File: src/rtl/i2s_rx_unit_pkg.sv
// Shared constants and types for the I2S receiver: slot geometry and the
// receive FSM state encoding.
package i2s_rx_unit_pkg;

    localparam int I2S_DATA_W      = 24;
    localparam int I2S_SLOT_W      = 32;
    localparam int I2S_SYNC_STAGES = 2;

    typedef enum logic [1:0] {
        RX_IDLE,
        RX_SYNC,
        RX_LEFT,
        RX_RIGHT
    } i2s_rx_state_t;

endpackage

File: src/rtl/i2s_rx_unit_sync.sv
// Brings sck/ws/sdo into the clk domain with equal delay and flags sck rises.
module i2s_rx_unit_sync #(
    parameter int SYNC_STAGES = 2
) (
    input  logic clk,
    input  logic rst_n,
    input  logic sck_in,
    input  logic ws_in,
    input  logic sdo_in,
    output logic sck_rise,
    output logic ws_s,
    output logic sdo_s
);

    logic [SYNC_STAGES-1:0] sck_q;
    logic [SYNC_STAGES-1:0] ws_q;
    logic [SYNC_STAGES-1:0] sdo_q;
    logic                   sck_prev_q;

    always_ff @(posedge clk or negedge rst_n) begin
        if (!rst_n) begin
            sck_q      <= '0;
            ws_q       <= '0;
            sdo_q      <= '0;
            sck_prev_q <= 1'b0;
        end else begin
            sck_q[0] <= sck_in;
            ws_q[0]  <= ws_in;
            sdo_q[0] <= sdo_in;
            for (int i = 1; i < SYNC_STAGES; i++) begin
                sck_q[i] <= sck_q[i-1];
                ws_q[i]  <= ws_q[i-1];
                sdo_q[i] <= sdo_q[i-1];
            end
            sck_prev_q <= sck_q[SYNC_STAGES-1];
        end
    end

    // ws and sdo share the sck pipeline depth, so they are aligned with the rise
    assign sck_rise = sck_q[SYNC_STAGES-1] & ~sck_prev_q;
    assign ws_s     = ws_q[SYNC_STAGES-1];
    assign sdo_s    = sdo_q[SYNC_STAGES-1];

endmodule

File: src/rtl/i2s_rx_unit.sv
// Philips I2S receiver: oversamples sck/ws/sdo on clk, deserialises MSB-first
// samples from fixed-width slots and emits each stereo frame with a valid strobe.
module i2s_rx_unit
    import i2s_rx_unit_pkg::*;
#(
    parameter int DATA_W      = I2S_DATA_W,
    parameter int SLOT_W      = I2S_SLOT_W,
    parameter int SYNC_STAGES = I2S_SYNC_STAGES
) (
    input  logic              clk,
    input  logic              rst_n,
    input  logic              enable_in,
    input  logic              sck_in,
    input  logic              ws_in,
    input  logic              sdo_in,
    output logic [DATA_W-1:0] audio_out_0,
    output logic [DATA_W-1:0] audio_out_1,
    output logic              valid_out,
    output logic              err_out
);

    localparam int                CNT_W     = $clog2(SLOT_W + 1);
    localparam logic [CNT_W-1:0] LAST_CNT  = CNT_W'(SLOT_W - 1);
    localparam logic [CNT_W-1:0] SLOT_CNT  = CNT_W'(SLOT_W);
    localparam logic [CNT_W-1:0] DATA_CNT  = CNT_W'(DATA_W);

    logic sck_rise;
    logic ws_s;
    logic sdo_s;

    i2s_rx_unit_sync #(
        .SYNC_STAGES(SYNC_STAGES)
    ) u_sync (
        .clk     (clk),
        .rst_n   (rst_n),
        .sck_in  (sck_in),
        .ws_in   (ws_in),
        .sdo_in  (sdo_in),
        .sck_rise(sck_rise),
        .ws_s    (ws_s),
        .sdo_s   (sdo_s)
    );

    i2s_rx_state_t     state_q, state_d;
    logic [CNT_W-1:0]  bit_cnt_q, bit_cnt_d;
    logic              ws_prev_q, ws_prev_d;
    logic [DATA_W-1:0] left_q, left_d;
    logic [DATA_W-1:0] right_q, right_d;
    logic [DATA_W-1:0] out0_q, out0_d;
    logic [DATA_W-1:0] out1_q, out1_d;
    logic              valid_q, valid_d;
    logic              err_q, err_d;

    logic              boundary;
    logic [CNT_W-1:0]  cnt_inc;
    logic              data_bit;

    assign boundary = sck_rise && (ws_s != ws_prev_q);
    assign cnt_inc  = bit_cnt_q + 1'b1;
    assign data_bit = (cnt_inc != '0) && (cnt_inc <= DATA_CNT);

    always_ff @(posedge clk or negedge rst_n) begin
        if (!rst_n) begin
            state_q   <= RX_IDLE;
            bit_cnt_q <= '0;
            ws_prev_q <= 1'b0;
            left_q    <= '0;
            right_q   <= '0;
            out0_q    <= '0;
            out1_q    <= '0;
            valid_q   <= 1'b0;
            err_q     <= 1'b0;
        end else begin
            state_q   <= state_d;
            bit_cnt_q <= bit_cnt_d;
            ws_prev_q <= ws_prev_d;
            left_q    <= left_d;
            right_q   <= right_d;
            out0_q    <= out0_d;
            out1_q    <= out1_d;
            valid_q   <= valid_d;
            err_q     <= err_d;
        end
    end

    always_comb begin
        state_d   = state_q;
        bit_cnt_d = bit_cnt_q;
        ws_prev_d = ws_prev_q;
        left_d    = left_q;
        right_d   = right_q;
        out0_d    = out0_q;
        out1_d    = out1_q;
        valid_d   = 1'b0;
        err_d     = 1'b0;

        // ws history tracks every rise so a boundary is seen even straight after IDLE
        if (sck_rise) begin
            ws_prev_d = ws_s;
        end

        if (!enable_in) begin
            state_d = RX_IDLE;
        end else begin
            case (state_q)
                RX_IDLE: begin
                    state_d = RX_SYNC;
                end
                RX_SYNC: begin
                    if (boundary && !ws_s) begin
                        state_d   = RX_LEFT;
                        bit_cnt_d = '0;
                    end
                end
                RX_LEFT, RX_RIGHT: begin
                    if (boundary) begin
                        bit_cnt_d = '0;
                        if (bit_cnt_q == LAST_CNT && state_q == RX_LEFT && ws_s) begin
                            state_d = RX_RIGHT;
                        end else if (bit_cnt_q == LAST_CNT && state_q == RX_RIGHT && !ws_s) begin
                            state_d = RX_LEFT;
                            out0_d  = left_q;
                            out1_d  = right_q;
                            valid_d = 1'b1;
                        end else begin
                            // a short slot ending on a left boundary resyncs immediately
                            err_d   = 1'b1;
                            state_d = ws_s ? RX_SYNC : RX_LEFT;
                        end
                    end else if (sck_rise) begin
                        bit_cnt_d = cnt_inc;
                        if (cnt_inc == SLOT_CNT) begin
                            err_d   = 1'b1;
                            state_d = RX_SYNC;
                        end else if (data_bit) begin
                            if (state_q == RX_LEFT) begin
                                left_d = {left_q[DATA_W-2:0], sdo_s};
                            end else begin
                                right_d = {right_q[DATA_W-2:0], sdo_s};
                            end
                        end
                    end
                end
                default: begin
                    state_d = RX_IDLE;
                end
            endcase
        end
    end

    assign audio_out_0 = out0_q;
    assign audio_out_1 = out1_q;
    assign valid_out   = valid_q;
    assign err_out     = err_q;

endmodule

File: config.mk
export PLATFORM = sky130hd
export DESIGN_NAME = i2s_rx_unit
export DESIGN_NICKNAME = d
export VERILOG_FILES = /design/src/rtl/i2s_rx_unit_pkg.sv /design/src/rtl/i2s_rx_unit_sync.sv /design/src/rtl/i2s_rx_unit.sv
export SDC_FILE = /design/constraint.sdc
export NUM_CORES = 1
export LEC_CHECK = 0
export BUFFER_PORTS_ARGS = -buffer_cell sky130_fd_sc_hd__buf_2
export CELL_PAD_IN_SITES_DETAIL_PLACEMENT = 0
export CELL_PAD_IN_SITES_GLOBAL_PLACEMENT = 2
export CORE_MARGIN = 5
export CORE_UTILIZATION = 44
export CTS_CLUSTER_SIZE = 10
export DETAILED_ROUTE_END_ITERATION = 8
export PLACE_DENSITY_LB_ADDON = 0.2
export SETUP_SLACK_MARGIN = 0.15
export SLEW_MARGIN = 0
export SYNTH_ARGS = -nofsm -noshare
export SYNTH_HDL_FRONTEND = slang
export SYNTH_SLANG_ARGS = --single-unit
File: constraint.sdc
create_clock -name clk -period 5.02 [get_ports clk]
set_input_delay 0.753 -clock clk [delete_from_list [all_inputs] [get_ports clk]]
set_output_delay 0.753 -clock clk [all_outputs]
set_load 0.05 [all_outputs]
==> impl_metrics.json, run 1 <==
{
  "status": "complete, no violations",
  "max_freq_ghz": 0.333,
  "drc": 0,
  "num_vias": 2517,
  "finalNonFillerCells": 510,
  "syn_area_per_cell_um2": 15.0,
  "grt_pass1_vias": 2681,
  "worst_slack_ns": 2.01,
  "drt_iter0_markers": 98,
  "cts_sinks": 114,
  "routed_wl_um": 7690,
  "post-route-util": 0.535,
  "fp.dieArea_mm2": 0.0124,
  "netlist_area_mm2": 0.00453,
  "viasPerCell": 4.94,
  "core-area_mm2": 0.0102,
  "initial_core_util": 0.445,
  "period_needed_ns": 3.01,
  "report.power.total_uw": 2150,
  "num_rows": 37,
  "drive_gt1_frac": 0.497,
  "dpl.hpwl_um": 4830,
  "num-fill-cells": 909,
  "p_leak_uw": 0.00291,
  "crit_path_end_kind": "register",
  "cts_buffer_depth": 2,
  "finClkSkew_ns": 0.00838,
  "area_growth_pct": 20.2,
  "h-tree-depth": 4,
  "antenna_cells": 0,
  "min_period_over_period": 0.599,
  "syn_nets": 310,
  "ys_ff_latch": 114,
  "drtPass1Iterations": 4,
  "rsz0062_at_grt": "no",
  "cts_setup_buffers": 0,
  "netlist_instances": 302,
  "slew_headroom": 0.348,
  "cts_root_buf": "clkbuf_8",
  "ios": 56,
  "cts-hold-fix-buffers": 0,
  "antenna_found_initial": 0,
  "worstPathArrival_ns": 3.37,
  "power_density_mw_per_mm2": 394,
  "worst-setup-path-type": "register to register",
  "ant_nets": 0,
  "clk_latency_ns": 0.49,
  "startpoint_type": "register",
  "place_congestion": 0.727,
  "grtUsageTotal": 0.134,
  "port_buffers": 55,
  "grt_max_degree": 72,
  "wire_per_inst_um": 15.1,
  "crit_fanout": 34,
  "yosys_warnings": 0,
  "dieWidth_um": 112,
  "cts-resized-gates": 0,
  "clk_pin_slew_ns": 0.06,
  "cts_tree": "done",
  "peakVddDrop_v": 0.000256,
  "cts_buffers": 17,
  "hold_violations": 0,
  "tightest_slew_ns": 0.979,
  "setup_viol": 0,
  "hp-class": "register to register",
  "overflow": 0,
  "critical_path_required_ns": 5.39,
  "setup-tns-final_ns": 0,
  "final_nets": 370,
  "synth_cell_types": 37,
  "slew_violations": 0,
  "dp_cells": 479,
  "maxCapViolCount": 0,
  "pre_cts_ws_ns": 2.01,
  "die_h_um": 112,
  "grt_pass1_wl_um": 13400,
  "yosysSeqAreaShare": 0.629
}
-- final cells by class --
type	instances	area [µm²]	area share
sequential	114	2850	0.524
inverter	3	11.3	0.00207
clock inverter	13	140	0.0257
multi-input combinational	168	1560	0.286
timing repair buffer	58	300	0.0551
tap	136	170	0.0312
clock buffer	18	418	0.0767
-- worst paths after layout --
path	startpoint	to	slack, ns	cells past startpoint
worst max-delay path	bit_cnt_q[0]$_DFFE_PN0P_	audio_out_1[20]$_DFFE_PN0P_	2.01	6
worst min-delay path	u_sync.sdo_q[0]$_DFF_PN0_	u_sync.sdo_q[1]$_DFF_PN0_	0.35	0
worst max register to register	bit_cnt_q[0]$_DFFE_PN0P_	audio_out_1[20]$_DFFE_PN0P_	2.01	6
worst min register to register	u_sync.sdo_q[0]$_DFF_PN0_	u_sync.sdo_q[1]$_DFF_PN0_	0.35	0
max in group asynchronous	rst_n	right_q[4]$_DFFE_PN0P_	3.55	2
min in group asynchronous	rst_n	bit_cnt_q[0]$_DFFE_PN0P_	0.39	1
-- report_power, final --
part / switching (µW) / total, µW / internal (µW)
clock network: 410 / 1110 / 702
registers: 24.8 / 964 / 939
logic: 41.6 / 69.9 / 28.3
-- sequential cells by signal (all words and copies together), names as in the netlist, 2 cells and up --
register      flops
audio_out_0      24
audio_out_1      24
bit_cnt_q         6
left_q           24
right_q          24
state_q           2
u_sync.sck_q      2
u_sync.sdo_q      2
u_sync.ws_q       2
-- metrics by stage --
| stage | hold WS [ns] | area [µm²] |
|---|---|---|
| after floorplan | 0.331 | 4530 |
| after global placement | 0.333 | 4890 |
| after detailed placement | 0.337 | 4890 |
| after CTS | 0.340 | 5450 |
| after global routing | 0.339 | 5450 |
| final | 0.345 | 5450 |
-- routing by layer --
layer | GRT usage | wire (µm) | share of wire | vias to the layer above
li1 | - | - | - | 1185
met1 | 0.181 | 3670 | 0.48 | 1280
met3 | 0.0457 | 389 | 0.051 | 6
met2 | 0.202 | 3550 | 0.46 | 46
met4 | 0.0511 | 75 | 0.0097 | 0
met5 | 0 | 0 | 0 | -
-- layout by cell type (no fill, tap or decap), drive strengths merged --
master / netlist / routed
o211a: 1 / 1
a41o: 1 / 1
clkinv: 0 / 7
nor4b: 1 / 1
xor2: 2 / 2
dfrtp: 114 / 114
clkinvlp: 0 / 4
o21a: 2 / 2
a2bb2oi: 1 / 1
or4: 3 / 3
buf: 15 / 58
nand2: 16 / 16
clkbuf: 2 / 18
or2b: 1 / 1
nor3: 1 / 1
nand4: 1 / 1
and2b: 1 / 1
nor2b: 2 / 2
and3: 1 / 1
o21ai: 8 / 8
a21o: 2 / 2
ha: 2 / 2
inv: 3 / 3
a21oi: 3 / 3
nand3: 5 / 5
bufinv: 0 / 2
nor2: 5 / 5
or3: 1 / 1
a311o: 1 / 1
mux2: 96 / 96
a221o: 1 / 1
nand2b: 3 / 3
o32ai: 1 / 1
o31ai: 1 / 1
xnor2: 3 / 3
o22ai: 2 / 2
-- synth_stat cells --
library cell | number | share of area
o32ai_1 | 1 | 0.0019
nor4b_1 | 1 | 0.0019
inv_1 | 3 | 0.0025
buf_4 | 3 | 0.0050
nor2_1 | 5 | 0.0041
mux2_4 | 9 | 0.030
ha_1 | 2 | 0.0055
a2bb2oi_1 | 1 | 0.0019
xnor2_1 | 3 | 0.0058
nand4_1 | 1 | 0.0014
o21a_1 | 2 | 0.0033
dfrtp_1 | 114 | 0.63
o211a_1 | 1 | 0.0022
or2b_1 | 1 | 0.0017
o31ai_1 | 1 | 0.0017
a21o_1 | 2 | 0.0033
nor2b_1 | 2 | 0.0028
or3_1 | 1 | 0.0014
buf_2 | 8 | 0.0088
a311o_1 | 1 | 0.0022
and3_1 | 1 | 0.0014
a21oi_2 | 1 | 0.0019
mux2_2 | 87 | 0.22
buf_6 | 4 | 0.0099
nand2b_1 | 3 | 0.0041
a221o_1 | 1 | 0.0022
o21ai_0 | 8 | 0.0088
xor2_1 | 2 | 0.0039
and2b_1 | 1 | 0.0017
a41o_1 | 1 | 0.0022
clkbuf_1 | 2 | 0.0017
or4_1 | 3 | 0.0050
a21oi_1 | 2 | 0.0022
nand3_1 | 5 | 0.0055
o22ai_1 | 2 | 0.0028
nor3_1 | 1 | 0.0011
nand2_1 | 16 | 0.013
-- critical path, cell delays in order, from the launching register on --
cell and delay (ns):
dfrtp_1 0.42, ha_1 0.32, nand3_1 0.14, or3_1 0.42
or4_2 0.81, buf_4 0.39, mux2_4 0.35
-- cell families (layout without fill, tap and decap cells) --
kind of cell,after synthesis,count (layout),synth area share
fa+ha+maj,2,2,0.00552
buf+inv,20,92,0.0279
compound gates,24,24,0.0367
flops,114,114,0.629
simple gates,41,41,0.0453
xor+xnor,5,5,0.00966
mux,96,96,0.246
Note: power is estimated with default switching activity, not from simulation.
==> run 2, diff against run 1 <==
--- a/config.mk
+++ b/config.mk
@@ -9,7 +9,7 @@
 export CELL_PAD_IN_SITES_DETAIL_PLACEMENT = 0
 export CELL_PAD_IN_SITES_GLOBAL_PLACEMENT = 2
 export CORE_MARGIN = 5
-export CORE_UTILIZATION = 44
+export CORE_UTILIZATION = 37
 export CTS_CLUSTER_SIZE = 10
 export DETAILED_ROUTE_END_ITERATION = 8
 export PLACE_DENSITY_LB_ADDON = 0.2
==> constraint.sdc (replaced) <==
create_clock -name clk -period 2.6 [get_ports clk]
set_input_delay 0.39 -clock clk [delete_from_list [all_inputs] [get_ports clk]]
set_output_delay 0.39 -clock clk [all_outputs]
set_load 0.05 [all_outputs]
==> impl_metrics.json, run 2 (same netlist as run 1, synthesis figures left out) <==
{
  "antenna_cells": 0,
  "internal_power_uw": 3210,
  "fp.dieArea_mm2": 0.0146,
  "p_sw_uw": 871,
  "slew_violations": 0,
  "num_rows": 40,
  "hold_violations": 0,
  "worst_slack_ns": 0.283,
  "setup-tns-final_ns": 0,
  "core-area_mm2": 0.0120,
  "final_common_cell": "dfrtp_1",
  "initial_core_util": 0.378,
  "cts_buffers": 17,
  "report.power.total_uw": 4080,
  "finalNonFillerCells": 530,
  "grtUsageTotal": 0.123,
  "h-tree-depth": 4,
  "cts_root_buf": "clkbuf_16",
  "port_buffers": 55,
  "crit_path_end_kind": "register",
  "cts_buffer_depth": 2,
  "wire_per_inst_um": 15.5,
  "power_density_mw_per_mm2": 734,
  "critical_path_required_ns": 2.89,
  "peakVddDrop_v": 0.000445,
  "min_period_over_period": 0.891,
  "ant_nets": 0,
  "clkPwrFrac": 0.503,
  "overflow": 0,
  "maxCapViolCount": 0,
  "cts_sinks": 114,
  "grt_pass1_wl_um": 13700,
  "dieWidth_um": 121,
  "clk_latency_ns": 0.40,
  "period_needed_ns": 2.32,
  "drc": 0,
  "grt_pass1_vias": 2616,
  "crit_fanout": 24,
  "pre_cts_ws_ns": 0.155,
  "rsz0062_at_grt": "no",
  "worstPathArrival_ns": 2.60,
  "routed_wl_um": 8210,
  "hp-class": "primary input to register",
  "setup_viol": 0,
  "slew_headroom": 0.676,
  "combPwrFrac": 0.042,
  "place_congestion": 0.754,
  "die_h_um": 121,
  "startpoint_type": "register",
  "final_cell_mix": "dfrtp_1, mux2_2, buf_2",
  "tightest_slew_ns": 0.486,
  "p_leak_uw": 0.00299,
  "clk_pin_slew_ns": 0.05,
  "sequentialPowerShare": 0.455,
  "worst-setup-path-type": "register to register",
  "final_nets": 379,
  "grt_max_degree": 89,
  "p_sw_frac": 0.213,
  "ios": 56,
  "area_growth_pct": 22.7,
  "status": "complete, no violations",
  "antenna_found_initial": 0,
  "drt_iter0_markers": 119,
  "cts_tree": "done",
  "drive_gt1_frac": 0.493,
  "drtPass1Iterations": 4,
  "num_vias": 2577,
  "holdWs_ns": 0.0887,
  "dp_cells": 494,
  "viasPerCell": 4.86,
  "dpl.hpwl_um": 4870,
  "max_freq_ghz": 0.432,
  "finClkSkew_ns": 0.00746
}
-- run 2: changes by cell type in the layout (fill, tap and decap cells not counted) --
| cell | before | now |
|---|---|---|
| dlygate4sd3_1 | 0 | 1 |
| or4_4 | 0 | 1 |
| clkinv_2 | 3 | 6 |
| bufinv_16 | 2 | 1 |
| clkinv_4 | 4 | 0 |
| bufbuf_16 | 0 | 1 |
| buf_4 | 4 | 8 |
| buf_12 | 0 | 3 |
| clkbuf_16 | 16 | 17 |
| clkinvlp_4 | 4 | 0 |
| clkbuf_1 | 1 | 6 |
| or4_2 | 1 | 0 |
-- run 2: final cells by class --
| type | count | area (µm²) |
|---|---|---|
| inverter | 3 | 11.3 |
| clock buffer | 24 | 462 |
| timing repair buffer | 67 | 433 |
| fill | 1059 | 6450 |
| clock inverter | 7 | 60.1 |
| multi-input combinational | 168 | 1560 |
| tap | 147 | 184 |
| sequential | 114 | 2850 |
-- run 2: worst paths after layout --
path	startpoint	end	slack [ns]	cells past startpoint
max	bit_cnt_q[1]$_DFFE_PN0P_	audio_out_0[5]$_DFFE_PN0P_	0.28	6
max in group asynchronous	rst_n	bit_cnt_q[3]$_DFFE_PN0P_	1.35	3
max reg2reg	bit_cnt_q[1]$_DFFE_PN0P_	audio_out_0[5]$_DFFE_PN0P_	0.28	6
min in group asynchronous	rst_n	valid_out$_DFF_PN0_	0.46	2
min reg2reg	u_sync.sdo_q[0]$_DFF_PN0_	u_sync.sdo_q[1]$_DFF_PN0_	0.34	0
min	ws_in	u_sync.ws_q[0]$_DFF_PN0_	0.09	1
-- run 2: worst max-delay path, cell delays in order (launching register included) --
cell	delay, ns
dfrtp_1	0.39
ha_1	0.18
nand3_1	0.12
or3_1	0.42
or4_4	0.47
bufbuf_16	0.34
mux2_2	0.27
-- run 2: repair_timing --
item	4_1_cts	5_1_grt
resized for setup	1	0
setup buffers	1	2
hold buffers	1	0
setup endpoints to repair	10	46
pin swaps	0	0
cloned	1	0
endpoints found under the hold margin	26	0
-- run 2: power by group through the flow --
| stage | logic (µW) | registers [µW] | clock network (µW) |
|---|---|---|---|
| after detailed placement | 148 | 1890 | 0 |
| after global placement | 145 | 1890 | 0 |
| final | 173 | 1860 | 2050 |
| after floorplan | 101 | 1870 | 0 |
| after CTS | 164 | 1860 | 2120 |
| after global routing | 195 | 1860 | 2200 |
-- run 2: per-stage QoR --
step / area (µm²) / util
floorplan: 4530 / -
global placement: 4970 / 0.414
detailed placement: 4970 / 0.414
CTS: 5550 / 0.462
global route: 5560 / 0.463
finish: 5560 / 0.463
-- run 2: metal layers --
| layer | up-vias | track usage | wire (µm) |
|---|---|---|---|
| met5 | - | 0 | 0 |
| met4 | 0 | 0.0772 | 198 |
| met3 | 14 | 0.0430 | 418 |
| met2 | 52 | 0.176 | 3680 |
| met1 | 1299 | 0.160 | 3910 |
| li1 | 1212 | - | - |
